[src/rtl/hamming_pkg.sv]
// Shared constants, FSM state type and the SECDED codeword function for the
// program-1 Hamming encoder engine.
package hamming_pkg;

   localparam int NUM_MSG   = 15;
   localparam int SRC_BASE  = 0;
   localparam int DST_BASE  = 30;
   localparam int MEM_DEPTH = 256;
   localparam int AW        = $clog2(MEM_DEPTH);
   localparam int IDX_W     = 4;

   typedef enum logic [2:0] {
      S_IDLE  = 3'd0,
      S_RD_LO = 3'd1,
      S_RD_HI = 3'd2,
      S_WR_HI = 3'd3,
      S_WR_LO = 3'd4,
      S_DONE  = 3'd5
   } state_t;

   // Returns {high byte, low byte} as laid out in memory:
   // high = {d11..d5, p8}, low = {d4, d3, d2, p4, d1, p2, p1, p0}.
   function automatic logic [15:0] hamming_encode(input logic [11:1] d);
      logic p8;
      logic p4;
      logic p2;
      logic p1;
      logic p0;
      p8 = ^d[11:5];
      p4 = d[11] ^ d[10] ^ d[9] ^ d[8] ^ d[4] ^ d[3] ^ d[2];
      p2 = d[11] ^ d[10] ^ d[7] ^ d[6] ^ d[4] ^ d[3] ^ d[1];
      p1 = d[11] ^ d[9]  ^ d[7] ^ d[5] ^ d[4] ^ d[2] ^ d[1];
      p0 = ^{d, p8, p4, p2, p1};
      return {d[11:5], p8, d[4:2], p4, d[1], p2, p1, p0};
   endfunction

endpackage

[src/rtl/data_mem.sv]
// Byte-wide data memory: combinational read, synchronous write, no reset so
// contents survive a reset of the engine.
module data_mem
   import hamming_pkg::*;
(
   input  logic          i_clk,
   input  logic          i_we,
   input  logic [AW-1:0] i_addr,
   input  logic [7:0]    i_wdata,
   output logic [7:0]    o_rdata
);

   logic [7:0] core [0:MEM_DEPTH-1];

   assign o_rdata = core[i_addr];

   always_ff @(posedge i_clk) begin
      if (i_we) begin
         core[i_addr] <= i_wdata;
      end
   end

endmodule

[src/rtl/top_level_instantiation.sv]
// Hamming SECDED encoder engine: reads 15 eleven-bit messages from its own
// memory, writes the 16-bit codewords back, and raises ack when finished.
module top_level_instantiation
   import hamming_pkg::*;
(
   input  logic clock,
   input  logic reset_n,
   input  logic req,
   output logic ack
);

   state_t           r_state;
   state_t           w_next;
   logic [IDX_W-1:0] r_idx;
   logic [11:1]      r_d;

   logic             w_we;
   logic [AW-1:0]    w_addr;
   logic [7:0]       w_wdata;
   logic [7:0]       w_rdata;
   logic [AW-1:0]    w_off;
   logic [15:0]      w_code;
   logic             w_last;

   // Byte offset of message/codeword i is 2*i from its base.
   assign w_off  = {{(AW-IDX_W-1){1'b0}}, r_idx, 1'b0};
   assign w_code = hamming_encode(r_d);
   assign w_last = (r_idx == IDX_W'(NUM_MSG - 1));

   always_ff @(posedge clock) begin
      if (!reset_n) begin
         r_state <= S_IDLE;
         r_idx   <= '0;
         r_d     <= '0;
      end else begin
         r_state <= w_next;
         case (r_state)
            S_IDLE, S_DONE: begin
               if (req) begin
                  r_idx <= '0;
               end
            end
            S_RD_LO: r_d[8:1]  <= w_rdata;
            S_RD_HI: r_d[11:9] <= w_rdata[2:0];
            S_WR_LO: begin
               if (!w_last) begin
                  r_idx <= r_idx + IDX_W'(1);
               end
            end
            default: ;
         endcase
      end
   end

   // Next state plus memory port control; req only matters in IDLE/DONE.
   always_comb begin
      w_next  = r_state;
      w_we    = 1'b0;
      w_addr  = AW'(SRC_BASE) + w_off;
      w_wdata = 8'h00;
      ack     = 1'b0;
      case (r_state)
         S_IDLE: begin
            if (req) begin
               w_next = S_RD_LO;
            end
         end
         S_RD_LO: begin
            w_addr = AW'(SRC_BASE) + w_off;
            w_next = S_RD_HI;
         end
         S_RD_HI: begin
            w_addr = AW'(SRC_BASE) + w_off + AW'(1);
            w_next = S_WR_HI;
         end
         S_WR_HI: begin
            w_we    = 1'b1;
            w_addr  = AW'(DST_BASE) + w_off + AW'(1);
            w_wdata = w_code[15:8];
            w_next  = S_WR_LO;
         end
         S_WR_LO: begin
            w_we    = 1'b1;
            w_addr  = AW'(DST_BASE) + w_off;
            w_wdata = w_code[7:0];
            w_next  = w_last ? S_DONE : S_RD_LO;
         end
         S_DONE: begin
            ack = 1'b1;
            if (req) begin
               w_next = S_RD_LO;
            end
         end
         default: w_next = S_IDLE;
      endcase
   end

   data_mem DM (
      .i_clk   (clock),
      .i_we    (w_we),
      .i_addr  (w_addr),
      .i_wdata (w_wdata),
      .o_rdata (w_rdata)
   );

endmodule

[config.mk]
export PLATFORM = sky130hd
export DESIGN_NAME = top_level_instantiation
export DESIGN_NICKNAME = d
export VERILOG_FILES = /design/src/rtl/hamming_pkg.sv /design/src/rtl/data_mem.sv /design/src/rtl/top_level_instantiation.sv
export SDC_FILE = /design/constraint.sdc
export NUM_CORES = 1
export LEC_CHECK = 0
export BUFFER_PORTS_ARGS = -buffer_cell sky130_fd_sc_hd__buf_2
export CAP_MARGIN = 20
export CELL_PAD_IN_SITES_DETAIL_PLACEMENT = 1
export CELL_PAD_IN_SITES_GLOBAL_PLACEMENT = 1
export CORE_AREA = 2 2 39 41
export CTS_BUF_LIST = sky130_fd_sc_hd__clkbuf_4 sky130_fd_sc_hd__clkbuf_8
export CTS_CLUSTER_DIAMETER = 40
export DETAILED_ROUTE_END_ITERATION = 8
export DIE_AREA = 0 0 41 43
export GPL_TIMING_DRIVEN = 0
export HOLD_SLACK_MARGIN = 0.02
export PLACE_DENSITY_LB_ADDON = 0.1
export SYNTH_ARGS = -nofsm -noshare
export SYNTH_HDL_FRONTEND = slang
export SYNTH_SLANG_ARGS = --single-unit
[constraint.sdc]
create_clock -name clock -period 1.5 [get_ports clock]
set_input_delay 0 -clock clock [delete_from_list [all_inputs] [get_ports clock]]
set_output_delay 0 -clock clock [all_outputs]
set_load 0.05 [all_outputs]
==> key figures, run 1 <==
Run status
  – Status: finished, final reports clean

Clocking
  – Num CTS Buffers: 3
  – Worst-path clk slew: 0.05 ns
  – H-tree depth: 1
  – Post-cts hold buffer count: 0
  – PostCTS Resize Cnt: 0
  – Max clock buf depth: 2
  – Worst skew pair latency: 0.25 ns
  – TritonCTS clock tree: yes
  – Clock sink count: 7
  – Total setup buffers inserted after CTS: 0
  – CTS Root Cell: clkbuf_4

Timing
  – Endpoints failing setup: 0
  – Normalized max-slew margin: 74.1%
  – Final Max Tran Viols: 0
  – Final period utilization: between 90% and 100%
  – Fmax: 727 MHz
  – Fin worst setup slack: 0.125 ns
  – Setup TNS: 0 ns
  – RSZ-0062 raised after global routing: no
  – Final Hold Viols: 0
  – Min cycle time layout: roughly 1.4 ns
  – Pin slew with the least headroom to its limit: 0.386 ns
  – Worst clock skew: ~0.0053 ns

Route
  – WL final: 972 um
  – Drt first pass iters: 3
  – DRC errors left: 0
  – Routed length on met1: approximately 430 um
  – Post-route ant nets: 0
  – Via/cell ratio: 5.21
  – Routed wl met2: 506 um
  – Top Layer Used: met4
  – Via count: 328
  – Initial drt markers: 4
  – Met3 Routed Length: 25 um
  – WL per Instance: 15.4 um

Setup path
  – Top fanout value on the critical path: 5
  – CP Launch Type: flip-flop
  – Worst EP required: 1.64 ns
  – CP arrival: 1.52 ns
  – CP Class: reg2reg
  – Crit end category: flip-flop

Die
  – DIE AREA: approximately 1800 sq um
  – Std-Cell Rows: 14
  – Io pins: 4
  – Core area: roughly 1400 sq um
  – Effective utilization at floorplan: 29.9%
  – Die W: 41 um
  – Die Ht: 43 um

Final layout
  – Fraction of layout cells with a size suffix above 1: around 28%
  – Syn-to-layout area delta: 14.8%
  – Antenna diodes: 0
  – Layout Nets: 53
  – Fillers: 177
  – Design area: 475 sq um

Pwr
  – PD cells: about 970 nW/um^2
  – Leak Pwr: 0.229 nW
  – Maximum VDD drop: 443 uV

Hold path
  – Worst hold-check path type: in2reg

Yosys
  – Post-synth EDFFs: 0
  – Synthesized Nets: 46
  – Synth unique cells: 28
  – Primary FF master, synth: dfxtp_1
  – Syn avg cell area: 10.1 sq um
  – Synth top area cells: dfxtp_1 (34%), ha_1 (6.0%), a21boi_1 (3.6%)
  – Top-count cell post-synth: dfxtp_1
  – Synthesized instance count: between 40 and 50
  – Synth async-reset ratio: 0%
  – Post-synth top area share: ~34%
  – Post-synth top area cell: dfxtp_1
  – Yosys reg bits: 7
  – Mapped cell area: between 400 and 500 sq um
  – Synth Warn #: 0
  – Sequential area share after synthesis: 33.8%

Global routing
  – Grt ovf: 0
  – Pin count of the biggest net entering global routing: 10
  – Total track usage: 14.3%
  – Number of global-route vias before repair: 324
  – Global-route wire length before repair: 1630 um
  – Antenna violations before repair: 0

Placement
  – I/O Buffers: 2
  – Post-DP HPWL: 693 um
  – Worst slack at placement: 0.0628 ns
  – Placement Cell Area: 444 sq um
  – Routability Congestion: 0.675

Job
  – Max_cap viols: 0
flip-flops by register name, indices dropped and copies added, names as in the netlist:
register / count
r_idx: 4
r_state: 3
layer usage:
layer	vias to the layer above	GRT usage, %
met5	-	0
met4	0	10.0
met3	2	4.71
li1	161	-
met2	3	20.9
met1	162	16.6
final cells by class:
class                   instances  area, sq um  area share (%)
multi-input cells              30          251            52.9
clock buffers                   4         30.0            6.32
inverters                       2         7.51            1.58
repair buffers                  2         10.0            2.11
plain buffers                   2         15.0            3.16
well taps                      16         20.0            4.21
flip-flops and latches          7          141            29.7
power by group:
group           total, W  internal [W]  switching (W)
logic          0.0000622     0.0000304      0.0000319
clock network   0.000190      0.000120      0.0000708
registers       0.000206      0.000195      0.0000118
worst max-delay path: stages (launching register included):
cell,delay [ns]
dfxtp_2,0.37
inv_1,0.06
ha_1,0.21
nand4b_2,0.11
a31oi_2,0.16
o311a_1,0.36
metrics by stage:
stage | hold WS, ns | instances | power, W | util (%)
2_1_floorplan | 0.282 | 41 | 0.000257 | -
3_3_place_gp | 0.381 | 59 | 0.000267 | 32.1
3_5_place_dp | 0.417 | 59 | 0.000272 | 32.1
4_1_cts | 0.139 | 63 | 0.000469 | 34.3
5_1_grt | 0.166 | 63 | 0.000487 | 34.4
6_report | 0.136 | 63 | 0.000459 | 34.4
layout by cell type, fill, tap and decap left out, drive strengths merged, types with 2 or more instances in the layout:
cell type  count
ha             2
nor2           2
and2           2
nor3b          2
buf            4
a21boi         2
nand2          2
inv            2
clkbuf         4
dfxtp          7
o21a           2
logic make-up after synthesis:
family                   share of synthesized area, %
adder cells (fa/ha/maj)                          6.04
XOR/XNOR                                         2.12
multiplexers                                     2.42
AND/OR/NAND/NOR                                  28.7
AO/OA/AOI/OAI                                    21.4
flip-flops                                       33.8
buffers and inverters                            5.44
worst paths after layout:
path	start	to	slack (ns)	depth (start not counted)
worst max register to register	r_idx[0]$_SDFFE_PN0P_	r_idx[3]$_SDFFE_PN0P_	0.13	5
worst min-delay path	reset_n	r_state[2]$_SDFFE_PN0P_	0.14	2
worst min register to register	r_idx[0]$_SDFFE_PN0P_	r_idx[0]$_SDFFE_PN0P_	0.54	1
worst max-delay path	r_idx[0]$_SDFFE_PN0P_	r_idx[3]$_SDFFE_PN0P_	0.13	5
Note: power is estimated with default switching activity, not from simulation.
==> run 2, diff against run 1 <==
Settings changed: PLACE_DENSITY from default to 0.59, PLACE_DENSITY_LB_ADDON 0.1 to default.
==> run 2 against run 1 <==
Design area unchanged. Core utilization unchanged. Combinational power down 3%. Die area unchanged. Final cell count did not move. Total power rose by 0.18%. Sequential power is essentially flat. Critical path depth stayed put. Via count rose by 1.2%.
==> key figures, run 2 (synthesis gave the netlist of run 1 again) <==
Final layout
  – Antenna diodes: 0 (unchanged)
  – Most frequent cells in the layout: dfxtp_1 (6), clkbuf_4 (4) (unchanged)
  – Reg with most FFs: r_idx (unchanged)
  – Number of flip-flops under the largest register name: 4 (unchanged)
  – Commonest non-fill, non-tap cell in the layout: dfxtp_1 (unchanged)
  – Fraction of layout cells with a size suffix above 1: 27.7% (unchanged)
  – Layout Nets: 53 (unchanged)
  – Largest registers: r_idx (4), r_state (3) (unchanged)
  – Syn-to-layout area delta: 14.8% (unchanged)

Timing
  – Normalized max-slew margin: 74.7% (was 74.1%)
  – Pin slew with the least headroom to its limit: 0.378 ns (was 0.386 ns)
  – Setup TNS: 0 ns (unchanged)
  – Final period utilization: 90.7% (was 91.7%)
  – Min cycle time layout: 1.36 ns (was 1.37 ns)
  – Endpoints failing setup: 0 (unchanged)
  – Worst clock skew: 0.000143 ns (was 0.00531 ns)
  – Fmax: 735 MHz (was 727 MHz)
  – Final Max Tran Viols: 0 (unchanged)
  – Final Hold Viols: 0 (unchanged)
  – Fin Hold WS: 0.121 ns (was 0.136 ns)
  – RSZ-0062 raised after global routing: no (unchanged)

Die
  – Core area: 1380 sq um (unchanged)
  – Die W: 41 um (unchanged)
  – Die Ht: 43 um (unchanged)
  – Std-Cell Rows: 14 (unchanged)
  – DIE AREA: 1760 sq um (unchanged)
  – Io pins: 4 (unchanged)
  – Effective utilization at floorplan: 29.9% (unchanged)

Route
  – Via count: 332 (was 328)
  – DRC errors left: 0 (unchanged)
  – WL final: 815 um (was 972 um)
  – Initial drt markers: 4 (unchanged)
  – Via/cell ratio: 5.27 (was 5.21)
  – Drt first pass iters: 2 (was 3)
  – WL per Instance: 12.9 um (was 15.4 um)
  – Post-route ant nets: 0 (unchanged)

Setup path
  – Critical path buffers and inverters: 1 (unchanged)
  – CP Launch Type: flip-flop (unchanged)
  – Crit end category: flip-flop (unchanged)
  – CP Class: reg2reg (unchanged)
  – Flop-to-flop setup slack: 0.14 ns (was 0.13 ns)
  – CP arrival: 1.50 ns (was 1.52 ns)
  – Max incr delay on CP: 0.36 ns (was 0.37 ns)
  – Crit path from: r_idx[0]$_SDFFE_PN0P_ (unchanged)
  – Top fanout value on the critical path: 5 (unchanged)
  – Critical R2R Launch: r_idx[0]$_SDFFE_PN0P_ (unchanged)
  – Slowest cell on crit path: dfxtp_2 (unchanged)
  – Worst EP required: 1.64 ns (about the same)
  – CP cell instances: inv_1 > ha_1 > nand4b_2 > a31oi_2 > o311a_1 (unchanged)
  – CP delay by family, top: compound AO/OA/AOI/OAI gates (unchanged)

Global routing
  – Number of global-route vias before repair: 349 (was 324)
  – Antenna violations before repair: 0 (unchanged)
  – Pin count of the biggest net entering global routing: 10 (unchanged)
  – Grt ovf: 0 (unchanged)
  – Total track usage: 12.5% (was 14.3%)
  – Global-route wire length before repair: 1470 um (was 1630 um)

Job
  – Max_cap viols: 0 (unchanged)

Run status
  – Status: finished, final reports clean (unchanged)

Clocking
  – H-tree depth: 1 (unchanged)
  – Max clock buf depth: 2 (unchanged)
  – Worst skew pair latency: 0.26 ns (was 0.25 ns)
  – CTS Root Cell: clkbuf_4 (unchanged)
  – TritonCTS clock tree: yes (unchanged)
  – Num CTS Buffers: 3 (unchanged)
  – Worst-path clk slew: 0.05 ns (about the same)
  – Clock sink count: 7 (unchanged)
  – Total setup buffers inserted after CTS: 0 (unchanged)

Pwr
  – PD cells: 967 nW/um^2 (was 966 nW/um^2)
  – Maximum VDD drop: 502 uV (was 443 uV)
  – Leak Pwr: 0.229 nW (unchanged)

Placement
  – Routability Congestion: 0.705 (was 0.675)
  – I/O Buffers: 2 (unchanged)
  – Post-DP HPWL: 639 um (was 693 um)

Hold path
  – Worst hold-check path type: in2reg (unchanged)
  – Worst hold start: reset_n (unchanged)
[run 2: report_power, final]
group | leakage, nW | switching (W) | internal [W] | total [W]
combinational | 0.153 | 0.0000300 | 0.0000303 | 0.0000603
clock | 0.0184 | 0.0000746 | 0.000120 | 0.000195
sequential | 0.0574 | 0.0000105 | 0.000195 | 0.000205
total | 0.229 | 0.000115 | 0.000345 | 0.000460
[run 2: path summary, 6_finish.rpt]
path,end,cells after the start
min reg2reg,r_idx[0]$_SDFFE_PN0P_,1
min,r_state[0]$_SDFFE_PN0P_,2
max reg2reg,r_idx[3]$_SDFFE_PN0P_,5
max,r_idx[3]$_SDFFE_PN0P_,5
[run 2: stage by stage]
stage / total power [W] / utilization, % / setup WS [ns] / instances / instance area, sq um
floorplan: 0.000257 / - / 0.217 / 41 / 414
global placement: 0.000267 / 32.1 / 0.114 / 59 / 444
CTS: 0.000464 / 34.3 / 0.0699 / 63 / 474
finish: 0.000460 / 34.4 / 0.139 / 63 / 475
global route: 0.000490 / 34.4 / 0.0426 / 63 / 475
detailed placement: 0.000270 / 32.1 / 0.0759 / 59 / 444
[run 2: layer usage]
metal | track usage, % | up-vias | part of all wire [%]
met2 | 17.2 | 6 | 48
met4 | 10.0 | 0 | 3.9
met3 | 3.14 | 5 | 3.1
met5 | 0 | - | 0
li1 | - | 164 | -
met1 | 15.5 | 157 | 45
[run 2: timing repair]
action                     CTS  global route
hold buffers                 0             0
setup endpoints to repair    0             1
resized for setup            0             1
hold endpoints to repair     0             0
[run 2: area by class of cell]
type,instances,area (sq um)
inverters,2,7.51
well taps,16,20.0
multi-input cells,30,251
fillers,167,908
plain buffers,2,15.0
repair buffers,2,10.0
flip-flops and latches,7,141
clock buffers,4,30.0
